**config.mk**
```make
export PLATFORM = sky130hd
export DESIGN_NAME = uart_tx_buffered
export DESIGN_NICKNAME = d
export VERILOG_FILES = /design/src/rtl/uart_tx_buffered.sv
export SDC_FILE = /design/constraint.sdc
export NUM_CORES = 1
export LEC_CHECK = 0
export ABC_AREA = 1
export BUFFER_PORTS_ARGS = -buffer_cell sky130_fd_sc_hd__buf_2
export CAP_MARGIN = 15
export CORE_UTILIZATION = 35
export CTS_BUF_LIST = sky130_fd_sc_hd__clkbuf_16
export CTS_CLUSTER_DIAMETER = 100
export DETAILED_ROUTE_END_ITERATION = 7
export PLACE_DENSITY = 0.58
export RECOVER_POWER = 50
export SLEW_MARGIN = 5
export SYNTH_ARGS = -nofsm -noshare
export SYNTH_HDL_FRONTEND = slang
export SYNTH_SLANG_ARGS = --single-unit
export TNS_END_PERCENT = 100
```
**constraint.sdc**
```tcl
create_clock -name i_Clk -period 2.3 [get_ports i_Clk]
set_input_delay 0.23 -clock i_Clk [delete_from_list [all_inputs] [get_ports i_Clk]]
set_output_delay 0.23 -clock i_Clk [all_outputs]
set_load 0.02 [all_outputs]
```
**src/rtl/uart_tx_buffered.sv**
```systemverilog
// uart_tx_buffered: 8N1 UART transmitter fed by a small byte FIFO
module uart_tx_buffered #(
    parameter int CLKS_PER_BIT = 217,
    parameter int FIFO_DEPTH   = 4
) (
    input  logic                          i_Clk,
    input  logic                          i_Rst,
    input  logic                          i_TX_DV,
    input  logic [7:0]                    i_TX_Byte,
    output logic                          o_TX_Ready,
    output logic                          o_TX_Serial,
    output logic                          o_TX_Active,
    output logic                          o_TX_Done,
    output logic [$clog2(FIFO_DEPTH):0]   o_Fifo_Count
);
    localparam int AW = $clog2(FIFO_DEPTH);
    localparam int CW = AW + 1;
    localparam logic [15:0] BIT_LAST = 16'(CLKS_PER_BIT - 1);
    localparam logic [15:0] DONE_AT  = 16'(CLKS_PER_BIT - 2);

    typedef enum logic [1:0] {IDLE, START, DATA, STOP} state_t;

    state_t        state;
    logic [7:0]    mem [FIFO_DEPTH];
    logic [AW-1:0] wr_ptr;
    logic [AW-1:0] rd_ptr;
    logic [7:0]    shift;
    logic [2:0]    bit_idx;
    logic [2:0]    next_idx;
    logic [15:0]   baud;
    logic          wr;
    logic          pop;
    logic          bit_end;

    assign o_TX_Ready = o_Fifo_Count != CW'(FIFO_DEPTH);
    assign wr         = i_TX_DV && o_TX_Ready;
    assign pop        = state == IDLE && o_Fifo_Count != '0;
    assign bit_end    = baud == BIT_LAST;
    assign next_idx   = bit_idx + 3'd1;

    // byte storage; only written slots are ever read, so no reset is needed
    always_ff @(posedge i_Clk) begin
        if (wr) mem[wr_ptr] <= i_TX_Byte;
    end

    // FIFO pointers and occupancy; pointers wrap naturally at the power-of-two depth
    always_ff @(posedge i_Clk or posedge i_Rst) begin
        if (i_Rst) begin
            wr_ptr       <= '0;
            rd_ptr       <= '0;
            o_Fifo_Count <= '0;
        end else begin
            if (wr) wr_ptr <= wr_ptr + AW'(1);
            if (pop) rd_ptr <= rd_ptr + AW'(1);
            o_Fifo_Count <= o_Fifo_Count + CW'(wr) - CW'(pop);
        end
    end

    // frame sequencer with registered line, active and done outputs
    always_ff @(posedge i_Clk or posedge i_Rst) begin
        if (i_Rst) begin
            state       <= IDLE;
            o_TX_Serial <= 1'b1;
            o_TX_Active <= 1'b0;
            o_TX_Done   <= 1'b0;
            baud        <= '0;
            bit_idx     <= '0;
            shift       <= '0;
        end else begin
            o_TX_Done <= 1'b0;
            case (state)
                IDLE: begin
                    baud    <= '0;
                    bit_idx <= '0;
                    if (pop) begin
                        shift       <= mem[rd_ptr];
                        state       <= START;
                        o_TX_Serial <= 1'b0;
                        o_TX_Active <= 1'b1;
                    end
                end
                START: begin
                    if (bit_end) begin
                        baud        <= '0;
                        state       <= DATA;
                        o_TX_Serial <= shift[0];
                    end else begin
                        baud <= baud + 16'd1;
                    end
                end
                DATA: begin
                    if (bit_end) begin
                        baud <= '0;
                        if (bit_idx == 3'd7) begin
                            state       <= STOP;
                            o_TX_Serial <= 1'b1;
                        end else begin
                            bit_idx     <= next_idx;
                            o_TX_Serial <= shift[next_idx];
                        end
                    end else begin
                        baud <= baud + 16'd1;
                    end
                end
                STOP: begin
                    if (bit_end) begin
                        baud        <= '0;
                        bit_idx     <= '0;
                        state       <= IDLE;
                        o_TX_Active <= 1'b0;
                    end else begin
                        baud      <= baud + 16'd1;
                        o_TX_Done <= baud == DONE_AT;
                    end
                end
            endcase
        end
    end
endmodule

```
==> summary.txt <==
Worst setup path
  • Worst Path Required: around 2600 ps
  • Crit-path cells: inv_1 -> ha_1 -> nand2_1 -> clkinv_2 -> ha_1 -> inv_1 -> ha_1 -> inv_1 -> fa_1 -> xnor2_1 -> xor2_1
  • Crit path buf inv count: 4
  • Worst EP arrival: 2430 ps
  • Slowest-stage cell, CP: dfrtp_1
  • Crit path max-delay family: adder cells
  • CP Max Fanout: 4
  • Critical path type: register to register
  • Setup crit start kind: register
  • Crit path capture type: register
  • CP max stage delay: around 390 ps

GRT
  • Grt total ovfl: 0
  • Total track usage: 0.143
  • First-pass GRT wire length: 11.1 mm
  • Pin count of the biggest net entering global routing: 40
  • Initial antenna violation count: 0
  • Vias in the first global route: roughly 2.3k

Detailed routing
  • Post-Route WL: approximately 6.3 mm
  • DRT Pass-1 Iters: 4
  • Vias: 2367
  • Post-route antenna net violation count: 0
  • Starting DRT DRC Count: 56
  • DR WL/cell: 12.1 µm
  • Via-to-Cell Ratio: 4.56
  • Drt drc: 0

STA
  • FMAX: ~460 MHz
  • Setup TNS: 0 ps
  • Final Hold Fails: 0
  • Pins Over Slew Limit: 0
  • Hold_ws: between 100 and 150 ps
  • Clock Skew: a little under 9 ps
  • Worst Max-Slew Pin Slew: approximately 970 ps
  • RSZ-0062 raised after global routing: no
  • Final setup vio count: 0
  • PnR worst setup slack: about 140 ps
  • Fin crit share: 0.941
  • Fin crit period: 2160 ps
  • Max transition margin: 0.351

Clocking
  • Clock sinks: 71
  • CTS tree: done
  • Cts hold-fix bufs: 0
  • Clock buffer depth: 2
  • H-Tree Depth: 3
  • CTS clk-pin slew, worst paths: around 70 ps
  • Worst-skew pair later-pin latency: approximately 340 ps
  • Setup Buffers After CTS: 0
  • CTS resizes: 0
  • CTS root buffer: clkbuf_16
  • Total CTS buffers: 9

Yosys
  • Post-Synthesis Cells: around 360
  • Register area share after synthesis: 0.569
  • Synth Area per Inst: ~9.6 µm²
  • Flops & latches, synth: a little over 70
  • Syn Std Cell Area: about 3400 µm²
  • Library cells used by synthesis: 32
  • Synth warnings: 0
  • Post-synth net total: around 380

Floorplan
  • Die footprint: between 10000 and 15000 µm²
  • Core area: around 9300 µm²
  • Core Rows: 35
  • I/O Pins: 18
  • Die Wd: roughly 100 µm
  • Die span in y: between 100 and 150 µm
  • Starting Density: 0.365

Pwr
  • PwrDens: between 800 and 900 nW/µm²
  • Maximum vdd ir drop: 0.399 mV
  • Lkg Pwr: 1.72 nW

Layout
  • Fin cells: just over 500
  • Area grow syn2layout: 16.4%
  • Fillers: 910
  • Design Area, Final: 3960 µm²
  • Layout net count: about 410
  • ANT cells: 0
  • Share of post-route cells with drive strength above 1: 0.131

Placement
  • GPL Wtd Cong: 0.780
  • Port Buf Inserts: 17
  • Area of placed instances: around 3700 µm²
  • Placed insts: 502
  • HPWL after detailed placement: roughly 4.3 mm
  • Worst slack, placed: 80.2 ps

Min path
  • Hold WC Path Type: input pin to register

Status
  • Status: finished clean

Job
  • Max_cap viols: 0
-- layout make-up --
cell class	instances	area [µm²]	area share
flip-flops and latches	71	1940	0.490
clock buffers	9	225	0.0568
repair buffers	26	134	0.0338
clock inverters	7	68.8	0.0174
inverters	49	185	0.0467
multi-input cells	228	1250	0.315
well taps	129	161	0.0407
-- placed cells by master (no fill, tap or decap), types with 7 or more instances in the layout --
cell type / netlist / routed
nor2_1: 65 / 65
nand2_1: 54 / 54
inv_1: 48 / 47
dfrtp_1: 38 / 36
edfxtp_1: 32 / 32
o21ai_0: 24 / 24
nand3_1: 19 / 18
ha_1: 15 / 15
clkbuf_1: 0 / 11
clkbuf_16: 0 / 9
buf_2: 5 / 7
buf_4: 2 / 7
-- power by group --
group	internal [mW]	switching (mW)	leakage, nW
combinational	0.149	0.275	0.795
clock	0.766	0.607	0.147
sequential	1.50	0.0638	0.776
total	2.42	0.946	1.72
-- per-stage QoR --
step                       util  power (mW)
after floorplan               -        1.87
after global placement    0.395        2.02
after detailed placement  0.395        2.04
after CTS                 0.426        3.42
after global routing      0.425        3.53
final                     0.425        3.36
-- cell families (layout without fill, tap and decap cells) --
kind of cell,Yosys count,in the layout,share of synthesized area
AO/OA/AOI/OAI,47,47,0.0816
adder cells (fa/ha/maj),16,16,0.0610
buffers and inverters,56,91,0.0658
AND/OR/NAND/NOR,159,159,0.207
flip-flops,71,71,0.569
XOR/XNOR,6,6,0.0154
-- flip-flops by register name, summed over array words and instances, names as in the netlist --
name	flops
baud	16
bit_idx	3
mem	32
o_Fifo_Count	3
o_TX_Active	1
o_TX_Done	1
o_TX_Serial	1
rd_ptr	2
shift	8
state	2
wr_ptr	2
-- final timing paths --
check                        startpoint              end  slack (ps)  cells past startpoint
max reg2reg                    state[1]  o_Fifo_Count[2]         140                     11
min in group asynchronous         i_Rst        o_TX_Done         180                      3
max                            state[1]  o_Fifo_Count[2]         140                     11
min                        i_TX_Byte[2]        mem[0][2]         150                      1
min reg2reg                     baud[0]          baud[0]         460                      1
max in group asynchronous         i_Rst  o_Fifo_Count[2]        1470                      3
-- worst reg2reg max path, stage by stage (launching register included) --
cell and delay, ps:
dfrtp_1 390, inv_1 100, ha_1 210, nand2_1 130, clkinv_2 70, ha_1 270, inv_1 60, ha_1 130
inv_1 50, fa_1 370, xnor2_1 170, xor2_1 150
-- cell usage after synthesis (all sizes together) --
cell / instances / area (µm²)
nor3b: 2 / 20.0
inv: 48 / 180
nand4: 3 / 18.8
nand3: 19 / 95.1
ha: 15 / 188
clkinv: 1 / 3.75
buf: 7 / 40.0
o22ai: 4 / 25.0
xnor2: 1 / 8.76
o21ai: 28 / 144
a31oi: 5 / 31.3
nand3b: 1 / 7.51
fa: 1 / 20.0
dfrtp: 38 / 951
o21a: 2 / 15.0
edfxtp: 32 / 961
dfstp: 1 / 26.3
xor2: 5 / 43.8
nor3: 8 / 67.6
nand2: 59 / 239
a21oi: 8 / 62.6
nor2: 67 / 256
-- per-layer routing --
metal,wire length (µm),up-vias,GRT usage
met5,0,-,0
met4,124,0,0.0669
met3,173,11,0.0326
met2,3070,19,0.242
met1,2920,1123,0.173
li1,-,1214,-
Power figures use the tool's default switching activity.
